<file path="src/rtl/ej10_tp1_alu_if.sv">
// ----------------------------------------------------------------------------
// ej10_tp1_alu_if
// Operand/result bus of the execute-stage ALU.
//
//   OPCODE  [OPCODE_BUS-1:0]  function code            (master -> slave)
//   OP1     [DATA_BUS-1:0]    first operand A          (master -> slave)
//   OP2     [DATA_BUS-1:0]    second operand B / shift (master -> slave)
//   OUT     [DATA_BUS-1:0]    registered result        (slave -> master)
//   ZERO                      registered, OUT == 0     (slave -> master)
//   CARRY                     registered carry/borrow  (slave -> master)
//   OVFL                      registered signed ovfl   (slave -> master)
//   ILLEGAL                   registered bad opcode    (slave -> master)
//
// The master is whatever feeds the stage (switches, decode); the slave is
// the ALU itself.
// ----------------------------------------------------------------------------
interface ej10_tp1_alu_if #(
    parameter int DATA_BUS   = 8,
    parameter int OPCODE_BUS = 6
);
    logic [OPCODE_BUS-1:0] OPCODE;
    logic [DATA_BUS-1:0]   OP1;
    logic [DATA_BUS-1:0]   OP2;
    logic [DATA_BUS-1:0]   OUT;
    logic                  ZERO;
    logic                  CARRY;
    logic                  OVFL;
    logic                  ILLEGAL;

    modport master (
        output OPCODE, OP1, OP2,
        input  OUT, ZERO, CARRY, OVFL, ILLEGAL
    );

    modport slave (
        input  OPCODE, OP1, OP2,
        output OUT, ZERO, CARRY, OVFL, ILLEGAL
    );
endinterface

</file>
<file path="src/rtl/ej10_tp1_alu.sv">
// ----------------------------------------------------------------------------
// ej10_tp1_alu
// Execute-stage integer ALU of the teaching processor. Applies one of eight
// MIPS-style function codes to two operands; result and status flags are
// registered, giving a one-cycle latency and a throughput of one op per clock.
//
// Ports:
//   CLK    in   system clock, rising edge
//   RST_N  in   synchronous active-low reset (clears result and all flags)
//   bus    slave modport of ej10_tp1_alu_if
//            OPCODE/OP1/OP2 in, OUT/ZERO/CARRY/OVFL/ILLEGAL out (all flopped)
//
// Parameters:
//   DATA_BUS    operand/result width (>= 2)
//   OPCODE_BUS  function-code width
// ----------------------------------------------------------------------------
module ej10_tp1_alu #(
    parameter int DATA_BUS   = 8,
    parameter int OPCODE_BUS = 6
) (
    input  logic               CLK,
    input  logic               RST_N,
    ej10_tp1_alu_if.slave      bus
);

    localparam int MSB = DATA_BUS - 1;

    // Function codes (MIPS "funct" field values).
    typedef enum logic [OPCODE_BUS-1:0] {
        OP_SRL = OPCODE_BUS'(6'b000010),
        OP_SRA = OPCODE_BUS'(6'b000011),
        OP_ADD = OPCODE_BUS'(6'b100000),
        OP_SUB = OPCODE_BUS'(6'b100010),
        OP_AND = OPCODE_BUS'(6'b100100),
        OP_OR  = OPCODE_BUS'(6'b100101),
        OP_XOR = OPCODE_BUS'(6'b100110),
        OP_NOR = OPCODE_BUS'(6'b100111)
    } alu_op_e;

    // ------------------------------------------------------------------------
    // Arithmetic unit
    // ------------------------------------------------------------------------
    // Both operands are zero-extended by one bit so the extra MSB of the sum
    // is the carry-out and the extra MSB of the difference is the borrow
    // (set exactly when OP1 < OP2 unsigned).
    logic [DATA_BUS:0] add_w;
    logic [DATA_BUS:0] sub_w;
    logic              add_ovf;
    logic              sub_ovf;

    assign add_w = {1'b0, bus.OP1} + {1'b0, bus.OP2};
    assign sub_w = {1'b0, bus.OP1} - {1'b0, bus.OP2};

    // ADD overflows when like-signed operands produce a result of the other
    // sign; SUB overflows when unlike-signed operands produce a result whose
    // sign differs from the minuend.
    assign add_ovf = (bus.OP1[MSB] == bus.OP2[MSB]) && (add_w[MSB] != bus.OP1[MSB]);
    assign sub_ovf = (bus.OP1[MSB] != bus.OP2[MSB]) && (sub_w[MSB] != bus.OP1[MSB]);

    // ------------------------------------------------------------------------
    // Shifter
    // ------------------------------------------------------------------------
    // The full OP2 value is the shift amount. SV shifts already saturate:
    // a logical shift by >= DATA_BUS yields 0 and an arithmetic shift by
    // >= DATA_BUS yields all copies of the sign bit, so no clamp is needed.
    logic signed [DATA_BUS-1:0] op1_s;
    logic        [DATA_BUS-1:0] srl_w;
    logic        [DATA_BUS-1:0] sra_w;

    assign op1_s = $signed(bus.OP1);
    assign srl_w = bus.OP1 >> bus.OP2;
    assign sra_w = op1_s >>> bus.OP2;

    // ------------------------------------------------------------------------
    // Next-state selection
    // ------------------------------------------------------------------------
    logic [DATA_BUS-1:0] out_d,     out_q;
    logic                carry_d,   carry_q;
    logic                ovfl_d,    ovfl_q;
    logic                illegal_d, illegal_q;
    logic                zero_d,    zero_q;

    always_comb begin
        // NOTE: every signal written here gets a default first so no path
        // through the case leaves it unassigned and infers a latch.
        out_d     = '0;
        carry_d   = 1'b0;
        ovfl_d    = 1'b0;
        illegal_d = 1'b0;

        case (bus.OPCODE)
            OP_ADD: begin
                out_d   = add_w[MSB:0];
                carry_d = add_w[DATA_BUS];
                ovfl_d  = add_ovf;
            end
            OP_SUB: begin
                out_d   = sub_w[MSB:0];
                carry_d = sub_w[DATA_BUS];
                ovfl_d  = sub_ovf;
            end
            OP_AND:  out_d = bus.OP1 & bus.OP2;
            OP_OR:   out_d = bus.OP1 | bus.OP2;
            OP_XOR:  out_d = bus.OP1 ^ bus.OP2;
            OP_NOR:  out_d = ~(bus.OP1 | bus.OP2);
            OP_SRA:  out_d = sra_w;
            OP_SRL:  out_d = srl_w;
            default: illegal_d = 1'b1;   // result stays 0, flags stay 0
        endcase

        // Derived from the selected result, so an illegal code reports ZERO=1.
        zero_d = (out_d == '0);
    end

    // ------------------------------------------------------------------------
    // Output register
    // ------------------------------------------------------------------------
    // NOTE: non-blocking assignments keep every flop sampling pre-edge values,
    // so the block's behaviour does not depend on simulator process order.
    always_ff @(posedge CLK) begin
        if (!RST_N) begin
            // Reset clears ZERO too, even though OUT is 0 at that point.
            out_q     <= '0;
            zero_q    <= 1'b0;
            carry_q   <= 1'b0;
            ovfl_q    <= 1'b0;
            illegal_q <= 1'b0;
        end else begin
            out_q     <= out_d;
            zero_q    <= zero_d;
            carry_q   <= carry_d;
            ovfl_q    <= ovfl_d;
            illegal_q <= illegal_d;
        end
    end

    // Outputs come straight from flops: no input-to-output combinational path.
    assign bus.OUT     = out_q;
    assign bus.ZERO    = zero_q;
    assign bus.CARRY   = carry_q;
    assign bus.OVFL    = ovfl_q;
    assign bus.ILLEGAL = illegal_q;

endmodule

</file>
<file path="src/flat_wrapper.sv">
// flat-port wrapper written by rule: the top's interface ports become plain ports
module ej10_tp1_alu_flat 
#(
    parameter int DATA_BUS   = 8,
    parameter int OPCODE_BUS = 6
)
  (CLK, RST_N, bus_OPCODE, bus_OP1, bus_OP2, bus_OUT, bus_ZERO, bus_CARRY, bus_OVFL, bus_ILLEGAL);
  ej10_tp1_alu_if #(.DATA_BUS(DATA_BUS), .OPCODE_BUS(OPCODE_BUS)) bus_i ();
  input  logic CLK;
  input  logic RST_N;
  input wire logic [$bits(bus_i.OPCODE)-1:0] bus_OPCODE;
  input wire logic [$bits(bus_i.OP1)-1:0] bus_OP1;
  input wire logic [$bits(bus_i.OP2)-1:0] bus_OP2;
  output wire logic [$bits(bus_i.OUT)-1:0] bus_OUT;
  output wire logic [$bits(bus_i.ZERO)-1:0] bus_ZERO;
  output wire logic [$bits(bus_i.CARRY)-1:0] bus_CARRY;
  output wire logic [$bits(bus_i.OVFL)-1:0] bus_OVFL;
  output wire logic [$bits(bus_i.ILLEGAL)-1:0] bus_ILLEGAL;
  assign bus_i.OPCODE = bus_OPCODE;
  assign bus_i.OP1 = bus_OP1;
  assign bus_i.OP2 = bus_OP2;
  assign bus_OUT = bus_i.OUT;
  assign bus_ZERO = bus_i.ZERO;
  assign bus_CARRY = bus_i.CARRY;
  assign bus_OVFL = bus_i.OVFL;
  assign bus_ILLEGAL = bus_i.ILLEGAL;
  ej10_tp1_alu #(.DATA_BUS(DATA_BUS), .OPCODE_BUS(OPCODE_BUS)) u_core (.CLK(CLK), .RST_N(RST_N), .bus(bus_i));
endmodule
</file>
<file path="config.mk">
export PLATFORM = sky130hd
export DESIGN_NAME = ej10_tp1_alu_flat
export DESIGN_NICKNAME = d
export VERILOG_FILES = /design/src/rtl/ej10_tp1_alu_if.sv /design/src/rtl/ej10_tp1_alu.sv /design/src/flat_wrapper.sv
export SDC_FILE = /design/constraint.sdc
export NUM_CORES = 1
export LEC_CHECK = 0
export ABC_AREA = 1
export CAP_MARGIN = 5
export CORE_MARGIN = 5
export CORE_UTILIZATION = 45
export CTS_CLUSTER_SIZE = 8
export DETAILED_ROUTE_END_ITERATION = 8
export PLACE_DENSITY = 0.7
export SLEW_MARGIN = 20
export SYNTH_ARGS = -nofsm -noshare
export SYNTH_HDL_FRONTEND = slang
export SYNTH_SLANG_ARGS = --single-unit
</file>
<file path="constraint.sdc">
create_clock -name CLK -period 2.6 [get_ports CLK]
set_clock_uncertainty 0.15 [all_clocks]
set_input_delay 0.26 -clock CLK [delete_from_list [all_inputs] [get_ports CLK]]
set_output_delay 0.26 -clock CLK [all_outputs]
set_load 0.01 [all_outputs]
</file>
== Word-level counts from Yosys, hierarchy flattened ==
Cells that the tools add are included.
Storage, ports and cells
  register bits after elaboration: 12
  input bits: 24
  output and inout bits: 12
Operators by class
  add/sub/neg operators: 2
  eq/ne operators: 12
  shifts and indexed selects: 2
  muxes and demuxes: 4
  bitwise operators: 4
  reductions and logical operators: 4
Operator list (number)
  $pmux 8 s8: 1
  $eq 6x6->1 const B: 6
  $eq 6x2->1 const B: 2
  $add 8x8->9: 1
  $sub 8x8->9: 1
  $and 8x8->8: 1
  $logic_not 8->1: 1
  $not 8->8: 1
  $or 8x8->8: 1
  $reduce_or 8->1: 1
  $shr 8x8->8: 1
  $sshr 8x8->8: 1
  $xor 8x8->8: 1
  $pmux 1 s2: 2
  $ne 1x1->1: 3
  $logic_and 1x1->1: 2
  $eq 1x1->1: 1
  $mux 1: 1

== Longest topological paths before layout ==
Gate-level depths: netlist of run 1.
  depth after elaboration: 4
  depth in mapped cells: 18
  depth with buffers taken out: 17

== Worst setup path before layout of run 1 ==
Ideal clock, no wire load.
  kind: input to register
  start point: in bus_OP2[2]
  end point: reg u_core.zero_q (netlist: u_core.bus.ZERO)
  data arrival time: 2.038 ns
  required time: 2.388 ns
  slack: 0.350 ns
  stages on the path: 18
  path buffers: 1
  cell sequence: clkbuf_1 inv_1 ha_1 inv_2 nand3b_1 nand2_2 nand2_2 nand2_1 nand2_1 nand2_2 nand2_1 nand2_1 nor2_1 nor2_1 nand2_1 nor2_1 nand2_1 nor2_2
Between the ends
  cells in the longest elaborated chain, start to end: 4
  elaborated cells between the ends (all ways): 10
  those cells by class: add/sub: 2; shift: 2; mux: 1; bitwise: 4; reduce/logical: 1
Ends and longest elaborated chain
  start: declaration: RTL line flat_wrapper.sv:13  | input wire logic [$bits(bus_i.OP2)-1:0] bus_OP2;
  branches (longest 2 deep; another with $sub 8x8->9)
  $pmux 8 s8 (*): RTL line ej10_tp1_alu.sv:91  | case (bus.OPCODE)
  $logic_not 8->1 (*): RTL line ej10_tp1_alu.sv:112  | zero_d = (out_d == '0);
  end signal: assignment: RTL line ej10_tp1_alu.sv:130  | zero_q <= zero_d;
  end: declaration: RTL line ej10_tp1_alu.sv:81  | logic zero_d, zero_q;
Every way passes the cells marked *.
A chain may end at the register's enable or synchronous reset.

== Worst setup path in the final report of run 1 ==
  start point: in bus_OP2[0]
  end point: reg u_core.zero_q (netlist: u_core.bus.ZERO)
The elaborated chain is that of the path after synthesis.

==> results of run 1 <==
[layer usage]
layer / global-route usage [%] / wire, um
met5: 0 / 0
met1: 30.5 / 3180
met3: 2.93 / 547
met2: 38.5 / 3130
met4: 10.7 / 348
[cell type report]
class                   count  area (um2)  area share, %
flip-flops and latches     12         240           8.08
well taps                  67        83.8           2.82
clock buffers               4        55.1           1.85
inverters                  52         195           6.57
repair buffers             77         666           22.4
multi-input cells         311        1730           58.3
[worst max-delay path, stage by stage]
cell	delay (ns)
clkdlybuf4s50_1	0.45
ha_1	0.24
fa_1	0.42
or2_2	0.31
nand3_1	0.08
o21ai_0	0.08
nor2_1	0.11
nand4_1	0.12
nor2_1	0.18
nand3_1	0.11
nor2_2	0.10
[final timing paths]
path / to / slack, ns / depth (start not counted)
max: u_core.bus.ZERO$_SDFF_PN0_ / 0.17 / 11
min: u_core.bus.OUT[1]$_SDFF_PN0_ / 0.51 / 3
[state kept, by name, indices dropped and copies added, names as in the netlist]
name / flops
u_core.bus.OUT: 8
u_core.bus.ZERO: 1
u_core.bus.ILLEGAL: 1
u_core.bus.CARRY: 1
u_core.bus.OVFL: 1
[power breakdown]
| group | leakage (uW) | switching, uW | total (uW) | internal [uW] |
|---|---|---|---|---|
| logic | 0.00138 | 223 | 401 | 177 |
| clock network | 0.0000288 | 61.5 | 195 | 133 |
| registers | 0.0000977 | 1.66 | 193 | 191 |
[metrics by stage]
step                hold WS, ns  setup slack, ns  util [%]  total power [uW]
CTS                       0.516            0.175      62.8               787
finish                    0.506            0.175      62.9               789
floorplan                 0.208            0.350         -               410
detailed placement        0.760          -0.0685      61.6               591
global placement          0.778          -0.0691      61.6               588
global route              0.563          0.00894      62.9               844
[cell usage after synthesis (2+ instances only)]
cell type	instances	area (um2)
buf_2	2	10.0
o21ai_1	11	55.1
o211ai_1	4	30.0
a21oi_4	3	48.8
nand3_1	42	210
nor2_4	3	33.8
nand3b_1	3	22.5
nand2_1	103	387
nor2_2	7	43.8
nand4_1	10	62.6
nand2_2	7	43.8
a21oi_1	17	85.1
nor2_1	46	173
inv_2	12	45.0
dfxtp_1	12	240
inv_1	39	146
nor3_1	3	15.0
xor2_1	2	17.5
fa_1	2	40.0
ha_1	24	300
o21ai_0	15	75.1
[cells by family after synthesis]
| logic type | Yosys count |
|---|---|
| AOI/OAI and AO/OA | 55 |
| and+or+nand+nor | 228 |
| xor gates and xnor gates | 2 |
| buffers and inverters | 56 |
| adders and majority gates | 26 |
| DFF | 12 |
[repair_timing]
item                       CTS  global route
resized for setup            0             3
setup endpoints to repair    0             2
setup buffers                0             0
==> summary.md, run 1 <==
| Metric | Value |
|---|---|
| First-pass GRT wire length | `11.8 mm` |
| CTS tree | `yes` |
| IO buf count | `35` |
| Post-synthesis simple-gate area fraction | `47.4%` |
| Via Count | `around 2800` |
| Asr flop ratio synth | `0%` |
| Antenna cells | `0` |
| Critical Path End Type | `flop` |
| DRT Wirelength | `a little over 7 mm` |
| Mux cell area share after synthesis | `0%` |
| Die area | `~0.0063 mm2` |
| Chip width | `approximately 80 um` |
| Finished Cell Area | `between 0.002 and 0.003 mm2` |
| DP HPWL | `between 6 and 7 mm` |
| Finished Layout Cells | `523` |
| Num CTS Buffers | `3` |
| Layout area overhead | `36.2%` |
| Compound-Gate Fraction of Synth Area | `15.3%` |
| Setup TNS | `0 ns` |
| Routed Antenna Nets | `0` |
| Status | `complete, no violations` |
| Hold_buf cts | `0` |
| Global placer's final weighted congestion | `0.959` |
| Peak supply drop | `between 0.15 and 0.2 mV` |
| Vias/cell | `~5.3` |
| Commonest non-fill, non-tap cell in the layout | `nand2_1` |
| FILL cells | `~460` |
| Max Freq | `around 0.41 GHz` |
| Gate Count Post-Synth | `379` |
| Die Y | `79.6 um` |
| Rows | `25` |
| Synth Register Bits | `12` |
| Worst slew pin tran | `slightly above 0.4 ns` |
| Syn avg cell area | `5.76 um2` |
| Final period utilization | `93.3%` |
| Post-synthesis cell type count | `33` |
| Core area | `0.00472 mm2` |
| Final worst path period need | `between 2 and 2.5 ns` |
| Nets | `between 500 and 600` |
| Worst Min Path Start | `RST_N` |
| # setup viols final | `0` |
| CP Launch Type | `input pin` |
| Top Ports | `36` |
| Avg WL per Cell | `between 10 and 15 um` |
| H-tree levels | `1` |
| Worst slew margin | `~72%` |
| Syn nets | `approximately 430` |
| Max Cap Viol | `0` |
| CTS clk-pin slew, worst paths | `about 0.05 ns` |
| LEAKAGE | `0.00151 uW` |
| Share of layout cells above drive strength 1 | `between 10% and 20%` |
| Post-Place Cell Area | `around 0.0029 mm2` |
| Pwr Density | `between 200 and 300 mW/mm2` |
| DRT Pass-1 Iters | `5` |
| Sink Count | `12` |
| Main synth FF type | `dfxtp_1` |
| CP startpoint | `bus_OP2[0]` |
| Synthesis warning total | `0` |
| Largest family of logic cells by synthesized area | `simple AND/OR/NAND/NOR gates` |
| Most frequent cells in the layout | `nand2_1 (103), nor2_1 (46), nand3_1 (42), buf_4 (42), inv_1 (39)` |
| Iter 0 DRT Violations | `around 190` |
| Mapped Area | `around 0.0022 mm2` |
| Final slew viol count | `0` |
| Seq/Total Area, Yosys | `between 10% and 20%` |
| Vias in the first global route | `about 2500` |
| Post-synthesis xor/xnor area fraction | `0.803%` |
| Pin count of the biggest net entering global routing | `12` |
| Clk root buf | `clkbuf_8` |
| Crit Path Max Fanout | `3` |
| Total global routing overflow | `0` |
| HP Class | `in -> reg` |
| Unrepaired setup endpoints after global routing | `no` |
| Initial antenna violation count | `0` |
| Req. time, crit path | `between 2 and 3 ns` |
| DRC | `0` |
| Worst Path Arrival | `roughly 2.5 ns` |
| Final Hold Viols | `0` |
| Post-synth EDFFs | `0` |
| Initial Utilization | `~46%` |
| Gr usage total | `a little under a quarter` |
| Setup CP Type | `in -> reg` |
| CTS Buffer Depth | `2` |
| Placed insts | `slightly above 500` |
| Adder-cell share of the synthesized area | `about 16%` |
(Power assumes the default switching activity.)
==> run 2: changes to the inputs <==
--- a/config.mk
+++ b/config.mk
@@ -9,6 +9,7 @@
 export CAP_MARGIN = 5
 export CORE_MARGIN = 5
 export CORE_UTILIZATION = 45
+export CTS_CLUSTER_DIAMETER = 60
 export CTS_CLUSTER_SIZE = 8
 export DETAILED_ROUTE_END_ITERATION = 8
 export PLACE_DENSITY = 0.7
==> results of run 2 <==
Same layout as run 1: the final DEF is identical, and so are final timing and power.
==> run 3: changes to the inputs <==
--- a/config.mk
+++ b/config.mk
@@ -7,12 +7,15 @@
 export LEC_CHECK = 0
 export ABC_AREA = 1
 export CAP_MARGIN = 5
-export CORE_MARGIN = 5
-export CORE_UTILIZATION = 45
+export CELL_PAD_IN_SITES_DETAIL_PLACEMENT = 1
+export CELL_PAD_IN_SITES_GLOBAL_PLACEMENT = 1
+export CORE_MARGIN = 1.5
+export CORE_UTILIZATION = 37
 export CTS_CLUSTER_DIAMETER = 60
 export CTS_CLUSTER_SIZE = 8
 export DETAILED_ROUTE_END_ITERATION = 8
-export PLACE_DENSITY = 0.7
+export PLACE_DENSITY = 0.82
+export REMOVE_ABC_BUFFERS = 1
 export SLEW_MARGIN = 20
 export SYNTH_ARGS = -nofsm -noshare
 export SYNTH_HDL_FRONTEND = slang
==> run 3 against run 2 <==
  * Wire length is 25% higher
  * Final cell count increased by 0.96%
  * Sequential power hardly changed
  * Setup slack lost 0.039 ns
  * Non-clock buffer count stayed put
  * Via count grew 4.1%
  * Sequential share of layout area shrank 0.14 points
  * Power increased by 6.0%
  * Global-route usage grew 6.0 points
  * Flip-flop and latch count unchanged
  * Critical path type unchanged
  * Critical endpoint unchanged
  * Largest cell class unchanged
==> summary.md, run 3 (synthesized netlist as in run 1, its figures left out) <==
| Metric | Value |
|---|---|
| Post-Place Cell Area | `0.00292 mm2 (+0.22%)` |
| Final total power | `836 uW (+6.0%)` |
| Die Y | `79.8 um (+0.20%)` |
| DRT Wirelength | `8.98 mm (+25%)` |
| FF+latch area | `240 um2 (unchanged)` |
| Crit Path Max Fanout | `3 (unchanged)` |
| Avg WL per Cell | `17.0 um (+23%)` |
| Worst Path Arrival | `2.50 ns (+0.05 ns)` |
| Worst slew margin | `64.9% (-7.1 points)` |
| Antenna cells | `0 (unchanged)` |
| DRC | `0 (unchanged)` |
| CTS tree | `yes` |
| Multi-input gate area | `0.00177 mm2 (+2.4%)` |
| DP HPWL | `7.48 mm (+21%)` |
| Final period utilization | `94.8% (+1.5 points)` |
| Setup CP Type | `in -> reg` |
| Vias in the first global route | `2987 (+20%)` |
| Vias/cell | `5.43 (+3.1%)` |
| Iter 0 DRT Violations | `119 (-36%)` |
| Rows | `27 (+8.0%)` |
| First-pass GRT wire length | `14.4 mm (+22%)` |
| Final Hold Viols | `0 (unchanged)` |
| Hold depth | `3 (unchanged)` |
| Max Freq | `0.406 GHz (-1.6%)` |
| CTS Buffer Depth | `2 (unchanged)` |
| CTS clk-pin slew, worst paths | `0.05 ns (about the same)` |
| Final slew viol count | `0 (unchanged)` |
| # setup viols final | `0 (unchanged)` |
| Pwr Density | `276 mW/mm2 (+4.2%)` |
| FILL cells | `800 (+74%)` |
| Worst slew pin tran | `0.513 ns (+0.104 ns)` |
| Critical Path End Type | `flop` |
| Die area | `0.00637 mm2 (+0.40%)` |
| H-tree levels | `1 (unchanged)` |
| Initial Utilization | `38.9% (-7.3 points)` |
| Pin count of the biggest net entering global routing | `12 (unchanged)` |
| IO buf count | `35 (unchanged)` |
| Status | `complete, no violations` |
| Max Cap Viol | `0 (unchanged)` |
| Finished Cell Area | `0.00302 mm2 (+1.8%)` |
| Finished Layout Cells | `528 (+0.96%)` |
| Largest register FFs | `8 (unchanged)` |
| Core area | `0.00561 mm2 (+19%)` |
| Layout area overhead | `38.6%` |
| Gr usage total | `29.5% (+6.0 points)` |
| Initial antenna violation count | `0 (unchanged)` |
| CP Launch Type | `input pin` |
| Hold WS | `0.515 ns (+0.00941 ns)` |
| Final worst path period need | `2.46 ns (+0.0389 ns)` |
| DRT Pass-1 Iters | `4 (-1)` |
| Num CTS Buffers | `3 (unchanged)` |
| Chip width | `79.8 um (+0.20%)` |
| Routed Antenna Nets | `0 (unchanged)` |
| Most frequent cells in the layout | `nand2_1 (103), nor2_1 (43), buf_4 (42)` |
| Clk root buf | `clkbuf_8` |
| Peak supply drop | `0.302 mV (+72%)` |
| LEAKAGE | `0.00153 uW (+1.3%)` |
| Share of layout cells above drive strength 1 | `20.8% (+2.4 points)` |
| Placed insts | `524 (+0.96%)` |
| Via Count | `2868 (+4.1%)` |
| Commonest non-fill, non-tap cell in the layout | `nand2_1` |
| Setup TNS | `0 ns (unchanged)` |
| Top Ports | `36 (unchanged)` |
| Sink Count | `12 (unchanged)` |
| HP Class | `in -> reg` |
| Global placer's final weighted congestion | `1.01 (+5.0%)` |
| Nets | `507 (unchanged)` |
| Total global routing overflow | `0 (unchanged)` |
| Req. time, crit path | `2.64 ns (about the same)` |
-- run 3: cell count changes in the layout (fill, tap and decap cells not counted), moves of 2 or more --
| cell | delta |
|---|---|
| a21oi_1 | -2 |
| inv_1 | -2 |
| nand3_1 | -2 |
| a21oi_2 | +2 |
| nand3_2 | +2 |
| o21ai_1 | -2 |
| nor2_1 | -3 |
| nor2_2 | +3 |
-- run 3: what timing repair did --
item                       4_1_cts  5_1_grt
resized for setup                0       16
hold buffers                     0        0
buffers inserted                 0        0
setup endpoints to repair        0        4
-- run 3: path summary, 6_finish.rpt --
kind | from | to | slack, ns
worst max-delay path | bus_OP2[0] | u_core.bus.ZERO$_SDFF_PN0_ | 0.14
worst min-delay path | RST_N | u_core.bus.OUT[1]$_SDFF_PN0_ | 0.52
-- run 3: power by group --
part,total (uW),internal [uW],switching (uW)
registers,193,191,1.92
logic,436,183,253
clock network,207,134,72.5
total,836,508,328
-- run 3: worst max-delay path, stage by stage --
cell             delay (ns)
clkdlybuf4s50_1        0.45
ha_1                   0.24
fa_1                   0.42
or2_2                  0.31
nand3_1                0.09
o21ai_0                0.09
nor2_1                 0.11
nand4_1                0.13
nor2_1                 0.19
nand3_1                0.11
nor2_2                 0.10
-- run 3: layout make-up --
cell class / count / share of cell area [%]
Multi-Input combinational cell: 311 / 58.6
Clock buffer: 4 / 1.82
Tap cell: 72 / 2.98
Sequential cell: 12 / 7.94
Timing Repair Buffer: 77 / 22.1
Inverter: 52 / 6.54
-- run 3: metal layers --
layer  up-vias  wire (um)  GRT usage, %
li1       1386          -             -
met1      1355       3680          33.2
met2        94       4380          53.7
met3        33        511          3.43
met4         0        412          15.5
met5         -          0             0
-- run 3: stage by stage --
| stage | setup slack (ns) | utilization [%] |
|---|---|---|
| global placement | -0.0966 | 52.0 |
| finish | 0.136 | 53.9 |
| floorplan | 0.606 | - |
| global route | -0.0206 | 53.9 |
| CTS | 0.0213 | 53.0 |
| detailed placement | -0.232 | 52.0 |
